File: config.mk
export PLATFORM = sky130hd
export DESIGN_NAME = store_port_ctrl
export DESIGN_NICKNAME = d
export VERILOG_FILES = /design/src/rtl/store_port_ctrl.sv
export SDC_FILE = /design/constraint.sdc
export NUM_CORES = 1
export LEC_CHECK = 0
export ABC_AREA = 1
export BUFFER_PORTS_ARGS = -buffer_cell sky130_fd_sc_hd__buf_2
export CAP_MARGIN = 20
export CORE_UTILIZATION = 35
export CTS_CLUSTER_DIAMETER = 50
export DETAILED_ROUTE_END_ITERATION = 16
export GPL_TIMING_DRIVEN = 0
export PLACE_DENSITY = 0.68
export SLEW_MARGIN = 5
export SYNTH_ARGS = -nofsm -noshare
export SYNTH_HDL_FRONTEND = slang
export SYNTH_SLANG_ARGS = --single-unit
export TNS_END_PERCENT = 1
File: constraint.sdc
create_clock -name clk -period 2.7 [get_ports clk]
set_input_delay 0.54 -clock clk [delete_from_list [all_inputs] [get_ports clk]]
set_output_delay 0.54 -clock clk [all_outputs]
set_load 0.005 [all_outputs]
File: src/rtl/store_port_ctrl.sv
// store_port_ctrl
// Issues MEM-stage store instructions to the data memory. Sub-word
// stores are turned into a word-aligned address, lane-replicated write data
// and byte enables. Misaligned or illegal stores are rejected with a
// one-cycle fault pulse and are never sent to memory.
//
// Ports
//   clk              clock, rising edge
//   reset            asynchronous, active-low reset
//   MEM_store_req    MEM-stage instruction is a store
//   MEM_funct3       store width (0 SB, 1 SH, 2 SW, others illegal)
//   MEM_addr         byte address
//   MEM_rs2_data     store data, LSB-aligned
//   DM_ready         memory accepts the current request
//   DM_req           write request valid
//   DM_addr          word-aligned address
//   DM_wdata         lane-replicated write data
//   DM_bwe           byte write enables (bit n -> byte n)
//   MEM_stall        freeze upstream pipeline registers (combinational)
//   MEM_store_fault  one-cycle pulse for a rejected store
//   fault_addr       address of the most recent rejected store
//   store_count      completed memory handshakes, modulo 2^16
`timescale 1ns/1ps
module store_port_ctrl (
    input  logic        clk,
    input  logic        reset,
    input  logic        MEM_store_req,
    input  logic [2:0]  MEM_funct3,
    input  logic [31:0] MEM_addr,
    input  logic [31:0] MEM_rs2_data,
    input  logic        DM_ready,
    output logic        DM_req,
    output logic [31:0] DM_addr,
    output logic [31:0] DM_wdata,
    output logic [3:0]  DM_bwe,
    output logic        MEM_stall,
    output logic        MEM_store_fault,
    output logic [31:0] fault_addr,
    output logic [15:0] store_count
);

    typedef enum logic {S_IDLE, S_REQ} state_t;

    state_t      r_state;
    state_t      w_next;
    logic        w_aligned;
    logic [31:0] w_wdata;
    logic [3:0]  w_bwe;
    logic        w_accept;
    logic        w_done;
    logic        w_fault;
    logic        w_stall;
    logic [31:0] r_addr;
    logic [31:0] r_wdata;
    logic [3:0]  r_bwe;
    logic        r_fault;
    logic [31:0] r_faddr;
    logic [15:0] r_count;

    // Width decode: alignment check, data replication and byte enables.
    always_comb begin
        w_aligned = 1'b0;
        w_wdata   = MEM_rs2_data;
        w_bwe     = 4'b0000;
        case (MEM_funct3)
            3'd0: begin
                w_aligned = 1'b1;
                w_wdata   = {4{MEM_rs2_data[7:0]}};
                w_bwe     = 4'b0001 << MEM_addr[1:0];
            end
            3'd1: begin
                w_aligned = ~MEM_addr[0];
                w_wdata   = {2{MEM_rs2_data[15:0]}};
                w_bwe     = MEM_addr[1] ? 4'b1100 : 4'b0011;
            end
            3'd2: begin
                w_aligned = (MEM_addr[1:0] == 2'b00);
                w_wdata   = MEM_rs2_data;
                w_bwe     = 4'b1111;
            end
            default: ;
        endcase
    end

    // Next state. MEM_store_req is ignored while a request is outstanding:
    // the instruction still sitting in MEM is the one being written.
    always_comb begin
        w_next   = r_state;
        w_accept = 1'b0;
        w_done   = 1'b0;
        w_fault  = 1'b0;
        w_stall  = 1'b0;
        case (r_state)
            S_IDLE: begin
                if (MEM_store_req) begin
                    if (w_aligned) begin
                        w_accept = 1'b1;
                        w_stall  = 1'b1;
                        w_next   = S_REQ;
                    end else begin
                        w_fault  = 1'b1;
                    end
                end
            end
            S_REQ: begin
                w_stall = ~DM_ready;
                if (DM_ready) begin
                    w_done = 1'b1;
                    w_next = S_IDLE;
                end
            end
            default: w_next = S_IDLE;
        endcase
    end

    always_ff @(posedge clk or negedge reset) begin
        if (!reset) begin
            r_state <= S_IDLE;
            r_addr  <= 32'd0;
            r_wdata <= 32'd0;
            r_bwe   <= 4'd0;
            r_fault <= 1'b0;
            r_faddr <= 32'd0;
            r_count <= 16'd0;
        end else begin
            r_state <= w_next;
            if (w_accept) begin
                r_addr  <= {MEM_addr[31:2], 2'b00};
                r_wdata <= w_wdata;
                r_bwe   <= w_bwe;
            end
            // A faulting input held across cycles yields a pulse, not a level.
            r_fault <= w_fault & ~r_fault;
            if (w_fault)
                r_faddr <= MEM_addr;
            if (w_done)
                r_count <= r_count + 16'd1;
        end
    end

    assign DM_req          = (r_state == S_REQ);
    assign DM_addr         = r_addr;
    assign DM_wdata        = r_wdata;
    assign DM_bwe          = r_bwe;
    assign MEM_stall       = w_stall;
    assign MEM_store_fault = r_fault;
    assign fault_addr      = r_faddr;
    assign store_count     = r_count;

endmodule

==> out/qor.csv, run 1 <==
stage,metric,value,unit
yosys,synth.avg_cell_area,8.35,um2
placement,placed_area,6430,um2
sta,skew,4.04,ps
layout,fin_area,6990,um2
worst_setup_path,crit_type,in2out,
worst_hold_path,hold_path.class,in2reg,
sta,period_share,91.3,%
global_route,grt_first_pass_wirelength,23100,um
global_route,grt_max_degree,92,
worst_setup_path,critPathCaptureType,output port,
layout,syn2layout_area_growth,33.7,%
clocking,cts_tree,done,
sta,report.final.slew_viol_count,0,
run,drv_cap,0,
placement,gp_congestion,0.855,
floorplan,die_y,124,um
sta,grt_setup_unrepaired,no,
yosys,yosys_warnings,0,
route,dr.pass1.iters,5,
global_route,grt_pass1_vias,4426,
global_route,antenna_found_initial,1,
route,drt_iter0_drc,181,
yosys,syn_area,5230,um2
route,ant_nets,0,
clocking,numCtsBuffers,17,
sta,slew_headroom,66.1,%
worst_setup_path,worstPathArrival,1930,ps
outcome,status,"complete, no violations",
worst_setup_path,path_cells,"buf_2, inv_1, nand2_4, inv_2, o21ai_2, nand2_2, nand2_2, buf_6, buf_6, o21ai_1, buf_2",
clocking,cts.reportedPaths.clkPinSlew,50,ps
floorplan,rows,44,
worst_setup_path,max_stage_delay,190,ps
layout,fin_util,48.1,%
sta,hold_viol,0,
yosys,ys_seq_area_share,55.6,%
route,wirelength,15000,um
worst_setup_path,worst_ep_required_time,2160,ps
sta,tightest_slew,509,ps
global_route,grtUsageTotal,20.1,%
global_route,gr-total-overflow,0,
placement,dp_hpwl,11000,um
power,irDropWorstVdd,492,uV
floorplan,die_x,124,um
yosys,netlist-cell-type-count,26,
sta,fin_setup_tns,0,ps
yosys,ys_ff_latch,116,
clocking,htree_levels,4,
route,via_per_inst,4.71,
floorplan,coreArea,14500,um2
placement,io_buffers,187,
clocking,cts.sinks,116,
clocking,clock_latency,410,ps
route,wl_per_cell,14.6,um
sta,period_minus_slack,2470,ps
clocking,cts_buffer_depth,2,
layout,antenna_cells,0,
worst_setup_path,cp-start-kind,input pin,
worst_setup_path,cp_max_fo,10,
power,p_leak,4.04,nW
layout,finalNetCount,907,
route,vias,4864,
yosys,postSynthCellCount,626,
route,drc_errors,0,
power,powerDensity,781,nW/um2
layout,final_layout_size_suffix_gt1_share,29.8,%
sta,setup_viol,0,
clocking,cts_root_buffer,clkbuf_16,
worst_setup_path,slowest_stage,inv_2,
floorplan,ios,190,
floorplan,die-area,15400,um2
floorplan,start_util,36.0,%
sta,fmax,0.406,GHz
logic make-up (layout without fill, tap and decap cells):
| group | Yosys count | in the layout | share of synthesized area (%) |
|---|---|---|---|
| adder cells (fa/ha/maj) | 1 | 1 | 0.239 |
| AO/OA/AOI/OAI | 42 | 42 | 4.09 |
| buffers and inverters | 90 | 311 | 8.53 |
| flip-flops | 116 | 116 | 55.6 |
| XOR/XNOR | 12 | 12 | 2.01 |
| AND/OR/NAND/NOR | 364 | 364 | 29.5 |
| other | 1 | 2 | 0.0718 |
placed cells by master (no fill, tap or decap), drive strengths merged:
cell / synthesis / routed
buf: 27 / 215
bufinv: 0 / 1
clkbuf: 7 / 29
clkinv: 0 / 6
clkinvlp: 0 / 3
conb: 1 / 2
dfrtp: 116 / 116
dlygate4sd3: 0 / 1
ha: 1 / 1
inv: 56 / 56
nand2: 248 / 248
nand3: 93 / 93
nand4: 4 / 4
nor2: 15 / 15
nor3: 4 / 4
o21ai: 42 / 42
xnor2: 3 / 3
xor2: 9 / 9
worst paths after layout:
check                                     startpoint                          end  slack, ps  depth (start not counted)
max                                    MEM_funct3[1]                    MEM_stall        230                         11
min                                         DM_ready             DM_req$_DFF_PN0_        350                          2
max reg2reg                         DM_req$_DFF_PN0_      DM_addr[21]$_DFFE_PN0P_        890                          5
min reg2reg                MEM_store_fault$_DFF_PN0_    MEM_store_fault$_DFF_PN0_        420                          1
max in group asynchronous                      reset      DM_addr[13]$_DFFE_PN0P_       1370                          3
min in group asynchronous                      reset  store_count[14]$_DFFE_PN0P_        560                          2
synthesized netlist by cell type:
cell	n	area (um2)
inv_2	1	3.75
o21ai_1	24	120
buf_2	8	40.0
conb_1	1	3.75
buf_1	2	7.51
inv_1	55	206
nand2_2	2	12.5
o21ai_2	1	8.76
buf_6	9	101
o21ai_0	17	85.1
dfrtp_1	116	2900
buf_4	8	60.1
nand4_1	4	25.0
clkbuf_1	7	26.3
nand3_2	2	20.0
nand2_1	245	920
nand2_4	1	11.3
nor3_2	1	10.0
xor2_1	9	78.8
xnor2_1	3	26.3
nand3_1	91	455
nor3_1	2	10.0
nor2_1	13	48.8
nor2_2	2	12.5
nor3_4	1	16.3
ha_1	1	12.5
flip-flops by register name, indices dropped and copies added, names as in the netlist:
name and flops:
DM_addr 30, DM_bwe 4, DM_req 1, DM_wdata 32, MEM_store_fault 1, fault_addr 32, store_count 16
power by group:
part,internal [W],total [W],switching (W)
logic,0.000484,0.00108,0.000599
registers,0.00209,0.00229,0.000207
clock network,0.00130,0.00207,0.000774
total,0.00387,0.00545,0.00158
metal layers:
metal  vias to the layer above  share of wire (%)  global-route usage, %  wire, um
met5                         -                  0                      0         0
li1                       2387                  -                      -         -
met4                         0                1.8                   8.48       265
met2                       167                 46                   30.8      6850
met3                        22                6.4                   5.31       957
met1                      2288                 46                   26.9      6950
critical path, delay by kind of cell:
kind | cells | cell delay [ps]
buf+inv | 6 | 860
simple gates | 3 | 310
compound gates | 2 | 200
per-stage QoR:
step	total power [W]	hold slack, ps	worst slack (ps)	std cells
floorplan	0.00279	244	674	627
global placement	0.00338	411	-424	998
detailed placement	0.00342	420	242	999
CTS	0.00551	324	233	1032
global route	0.00578	348	107	1032
finish	0.00545	350	234	1032
cell type report:
| type | count | area [um2] |
|---|---|---|
| well taps | 184 | 230 |
| multi-input cells | 421 | 1880 |
| inverters | 56 | 210 |
| plain buffers | 34 | 235 |
| clock inverters | 10 | 82.6 |
| repair buffers | 189 | 980 |
| flip-flops and latches | 116 | 2900 |
| clock buffers | 22 | 464 |
| fillers | 1464 | 7550 |
repair_timing:
item                                    CTS  global route
hold buffers                              1             0
buffers inserted                          0             0
endpoints found under the setup margin    0             0
endpoints found under the hold margin    25             0
resized for setup                         0             0
Power figures use the tool's default switching activity.
==> inputs of run 2 (changes only) <==
--- a/config.mk
+++ b/config.mk
@@ -6,12 +6,13 @@
 export NUM_CORES = 1
 export LEC_CHECK = 0
 export ABC_AREA = 1
-export BUFFER_PORTS_ARGS = -buffer_cell sky130_fd_sc_hd__buf_2
+export BUFFER_PORTS_ARGS = -buffer_cell sky130_fd_sc_hd__buf_4
 export CAP_MARGIN = 20
 export CORE_UTILIZATION = 35
 export CTS_CLUSTER_DIAMETER = 50
 export DETAILED_ROUTE_END_ITERATION = 16
 export GPL_TIMING_DRIVEN = 0
+export MAX_ROUTING_LAYER = met4
 export PLACE_DENSITY = 0.68
 export SLEW_MARGIN = 5
 export SYNTH_ARGS = -nofsm -noshare
==> constraint.sdc (replaced) <==
create_clock -name clk -period 2.7 [get_ports clk]
set_input_delay 0.54 -clock clk [delete_from_list [all_inputs] [get_ports clk]]
set_output_delay 0.54 -clock clk [all_outputs]
set_load 0.02 [all_outputs]
==> out/qor.csv, run 2 (synthesized netlist as in run 1, its figures left out) <==
stage,metric,value,unit
global_route,grt_pass1_vias,4486,
global_route,grt_max_degree,60,
layout,final_layout_size_suffix_gt1_share,29.9,%
route,wl_per_cell,14.8,um
layout,syn2layout_area_growth,43.7,%
sta,fmax,0.402,GHz
global_route,use_met2,30.8,%
global_route,busiest_layer,met2,
sta,period_minus_slack,2490,ps
worst_setup_path,cp_max_fo,10,
sta,fin_setup_tns,0,ps
layout,antenna_cells,0,
sta,hold_viol,0,
worst_setup_path,rr_worst_depth,5,
floorplan,ios,190,
worst_setup_path,ff2ff_setup_slack,810,ps
sta,slew_headroom,63.0,%
sta,period_share,92.1,%
worst_setup_path,rr_endpoint,DM_addr[20]$_DFFE_PN0P_,
worst_setup_path,cp_top_family,buffers and inverters,
power,p_total,0.00638,W
global_route,grtUsageTotal,21.3,%
run,drv_cap,0,
global_route,grt_first_pass_wirelength,23800,um
clocking,cts_buffer_depth,2,
worst_setup_path,path_cells,"buf_4, inv_1, nand2_4, inv_2, o21ai_2, nand2_2, nand2_2, buf_6, buf_6, o21ai_1, buf_4",
worst_setup_path,slowest_stage,inv_2,
clocking,postCtsSetupRepairBufs,0,
route,drt_iter0_drc,361,
clocking,htree_levels,4,
floorplan,die_y,124,um
route,wirelength,15300,um
global_route,antenna_found_initial,0,
global_route,met1_usage,29.2,%
worst_setup_path,critPathCaptureType,output port,
sta,tightest_slew,555,ps
sta,report.final.slew_viol_count,0,
clocking,numCtsBuffers,17,
layout,nFillCells,1419,
floorplan,die_x,124,um
global_route,use_met3,5.49,%
floorplan,die-area,15400,um2
route,dr.pass1.iters,5,
clocking,cts_hold_buf,0,
clocking,clock_latency,400,ps
sta,whs,107,ps
floorplan,coreArea,14500,um2
clocking,cts_tree,done,
route,ant_nets,0,
layout,final_cell_mix,"nand2_1, buf_4, dfrtp_1",
sta,setup_viol,0,
worst_setup_path,worst_ep_required_time,2160,ps
layout,finalNetCount,906,
route,vias,4861,
placement,dp_hpwl,11200,um
global_route,gr-total-overflow,0,
worst_hold_path,hold_path.class,in2async,
placement,gp_congestion,0.879,
worst_setup_path,crit_type,in2out,
layout,final_common_cell,nand2_1,
clocking,cts.reportedPaths.clkPinSlew,50,ps
power,powerDensity,850,nW/um2
worst_setup_path,critPathBufInv,6,
placement,io_buffers,187,
power,irDropWorstVdd,468,uV
power,p_leak,4.18,nW
outcome,status,"complete, no violations",
sta,grt_setup_unrepaired,no,
worst_setup_path,max_stage_delay,180,ps
sta,skew,5.52,ps
floorplan,rows,44,
floorplan,start_util,36.0,%
worst_setup_path,cp-start-kind,input pin,
worst_setup_path,worstPathArrival,1950,ps
clocking,cts_root_buffer,clkbuf_16,
clocking,cts.sinks,116,
clocking,cts_resized,0,
route,via_per_inst,4.73,
route,drc_errors,0,
worst_setup_path,r2r_start,DM_req$_DFF_PN0_,
[run 2: cell count changes in the layout (fill, tap and decap cells not counted)]
| cell | before | now |
|---|---|---|
| buf_4 | 8 | 194 |
| dlygate4sd3_1 | 1 | 0 |
| buf_2 | 194 | 8 |
| clkinv_2 | 6 | 2 |
| clkinvlp_4 | 3 | 1 |
| bufinv_16 | 1 | 4 |
| clkbuf_1 | 10 | 8 |
| clkinv_4 | 0 | 2 |
[run 2: routing by layer]
layer  wire length, um  part of all wire (%)  vias to the layer above
li1                  -                     -                     2383
met1              6970                    46                     2279
met2              7120                    47                      182
met3               941                   6.2                       17
met4               227                   1.5                        0
met5                 0                     0                        -
[run 2: how the worst max path moves through the flow]
stage / end / start / cells past startpoint
after floorplan: MEM_stall / MEM_funct3[1] / 9
final: MEM_stall / MEM_funct3[1] / 11
after global routing: MEM_stall / MEM_funct3[1] / 11
after CTS: MEM_stall / MEM_funct3[1] / 11
after global placement: MEM_stall / MEM_funct3[1] / 11
after detailed placement: MEM_stall / MEM_funct3[1] / 11
[run 2: final cells by class]
type                    instances  area, um2  share of cell area (%)
plain buffers                  34        235                    3.13
clock inverters                 9        155                    2.07
inverters                      56        210                    2.80
repair buffers                188       1440                    19.1
well taps                     184        230                    3.07
clock buffers                  20        457                    6.08
flip-flops and latches        116       2900                    38.7
multi-input cells             421       1880                    25.1
[run 2: through the flow]
step                      instances  worst slack [ps]  cell area (um2)  utilization [%]
after floorplan                 627               538             5230                -
after global placement          998               224             6860             47.2
after detailed placement        999               207             6890             47.4
after CTS                      1028               196             7510             51.6
after global routing           1028              73.2             7510             51.6
final                          1028               214             7510             51.6
[run 2: power by group]
group / switching, W / total [W] / internal [W]
sequential: 0.000232 / 0.00232 / 0.00209
clock: 0.000759 / 0.00233 / 0.00158
combinational: 0.00101 / 0.00173 / 0.000713
total: 0.00200 / 0.00638 / 0.00438
==> inputs of run 3 (changes only) <==
--- a/config.mk
+++ b/config.mk
@@ -8,12 +8,12 @@
 export ABC_AREA = 1
 export BUFFER_PORTS_ARGS = -buffer_cell sky130_fd_sc_hd__buf_4
 export CAP_MARGIN = 20
-export CORE_UTILIZATION = 35
+export CORE_UTILIZATION = 45
 export CTS_CLUSTER_DIAMETER = 50
 export DETAILED_ROUTE_END_ITERATION = 16
 export GPL_TIMING_DRIVEN = 0
 export MAX_ROUTING_LAYER = met4
-export PLACE_DENSITY = 0.68
+export PLACE_DENSITY = 0.82
 export SLEW_MARGIN = 5
 export SYNTH_ARGS = -nofsm -noshare
 export SYNTH_HDL_FRONTEND = slang
==> out/qor.csv, run 3 (synthesized netlist as in run 1, its figures left out) <==
stage,metric,value,unit
outcome,status,"complete, no violations",
layout,multi_input_area,1880,um2
route,vias,4976,
layout,final_layout_size_suffix_gt1_share,29.9,%
worst_setup_path,slowest_stage,inv_2,
run,drv_cap,0,
sta,skew,8.27,ps
sta,slew_headroom,63.7,%
clocking,cts_buffer_depth,2,
clocking,cts.sinks,116,
clocking,cts_root_buffer,clkbuf_16,
worst_setup_path,cp-start-kind,input pin,
route,wirelength,14900,um
power,p_leak,4.18,nW
worst_setup_path,crit_type,in2out,
worst_setup_path,path_cells,"buf_4, inv_1, nand2_4, inv_2, o21ai_2, nand2_2, nand2_2, buf_6, buf_6, o21ai_1, buf_4",
global_route,grt_pass1_vias,4733,
floorplan,die_y,110,um
layout,syn2layout_area_growth,42.7,%
layout,nFillCells,905,
power,irDropWorstVdd,589,uV
floorplan,rows,38,
layout,final_cell_mix,"nand2_1, buf_4, dfrtp_1",
sta,period_minus_slack,2470,ps
sta,fin_setup_tns,0,ps
sta,whs,63.2,ps
sta,report.final.slew_viol_count,0,
sta,hold_viol,0,
sta,fmax,0.404,GHz
layout,final_common_cell,nand2_1,
clocking,clock_latency,410,ps
global_route,antenna_found_initial,0,
layout,antenna_cells,0,
clocking,cts_resized,0,
global_route,grt_max_degree,68,
worst_setup_path,worstPathArrival,1930,ps
clocking,postCtsSetupRepairBufs,0,
worst_setup_path,cp_max_fo,10,
floorplan,die_x,110,um
global_route,grtUsageTotal,26.7,%
global_route,gr-total-overflow,0,
clocking,htree_levels,4,
power,powerDensity,857,nW/um2
floorplan,start_util,47.2,%
worst_hold_path,hold_path.class,in2async,
route,dr.pass1.iters,5,
sta,tightest_slew,544,ps
placement,io_buffers,187,
layout,finalNetCount,906,
route,drc_errors,0,
placement,dp_hpwl,11000,um
layout,regArea,2900,um2
placement,gp_congestion,0.872,
worst_setup_path,critPathCaptureType,output port,
worst_setup_path,max_stage_delay,170,ps
route,ant_nets,0,
floorplan,ios,190,
clocking,cts.reportedPaths.clkPinSlew,60,ps
clocking,cts_hold_buf,0,
layout,fin_util,67.3,%
clocking,numCtsBuffers,17,
worst_setup_path,cp_top_family,buffers and inverters,
route,wl_per_cell,15.1,um
global_route,grt_first_pass_wirelength,23300,um
sta,grt_setup_unrepaired,no,
power,p_total,0.00639,W
floorplan,coreArea,11100,um2
route,via_per_inst,5.04,
route,drt_iter0_drc,326,
sta,setup_viol,0,
worst_setup_path,critPathBufInv,6,
floorplan,die-area,12000,um2
clocking,cts_tree,done,
worst_setup_path,worst_ep_required_time,2160,ps
sta,period_share,91.6,%
-- run 3: changes by cell type in the layout (fill, tap and decap cells not counted), sizes merged --
cell | previous run | this run
clkinv | 4 | 5
clkinvlp | 1 | 2
inv | 56 | 57
-- run 3: routing by layer --
layer	wire, um	up-vias	GRT usage (%)
li1	-	2382	-
met4	378	0	11.3
met1	6240	2336	32.8
met2	7320	227	43.7
met3	997	31	4.56
met5	0	-	-
-- run 3: layout make-up --
type,instances,area share (%)
inverters,56,2.82
repair buffers,188,19.2
clock inverters,12,2.42
flip-flops and latches,116,38.9
well taps,140,2.35
multi-input cells,421,25.2
plain buffers,34,3.15
clock buffers,20,5.86
-- run 3: power by group --
part	switching (W)	total [W]	internal (W)	leakage (nW)
Clock	0.000794	0.00234	0.00155	0.295
Combinational	0.00101	0.00172	0.000713	2.43
Sequential	0.000237	0.00233	0.00209	1.45
Total	0.00204	0.00639	0.00435	4.18
-- run 3: final timing paths --
| check | to | cells after the start | start | slack [ps] |
|---|---|---|---|---|
| worst min-delay path | DM_addr[5]$_DFFE_PN0P_ | 1 | reset | 60 |
| worst max register to register | DM_bwe[0]$_DFFE_PN0P_ | 5 | DM_req$_DFF_PN0_ | 940 |
| worst max-delay path | MEM_stall | 11 | MEM_funct3[1] | 230 |
| min in group clk | DM_req$_DFF_PN0_ | 2 | DM_ready | 340 |
| worst min register to register | MEM_store_fault$_DFF_PN0_ | 1 | MEM_store_fault$_DFF_PN0_ | 430 |
| max in group asynchronous | fault_addr[27]$_DFFE_PN0P_ | 2 | reset | 1940 |
-- run 3: metrics by stage --
| stage | cell area, um2 | setup slack [ps] | cells |
|---|---|---|---|
| 2_1_floorplan | 5230 | 538 | 627 |
| 3_3_place_gp | 6810 | 245 | 954 |
| 3_5_place_dp | 6840 | 241 | 955 |
| 4_1_cts | 7460 | 226 | 987 |
| 5_1_grt | 7460 | 95.6 | 987 |
| 6_report | 7460 | 226 | 987 |
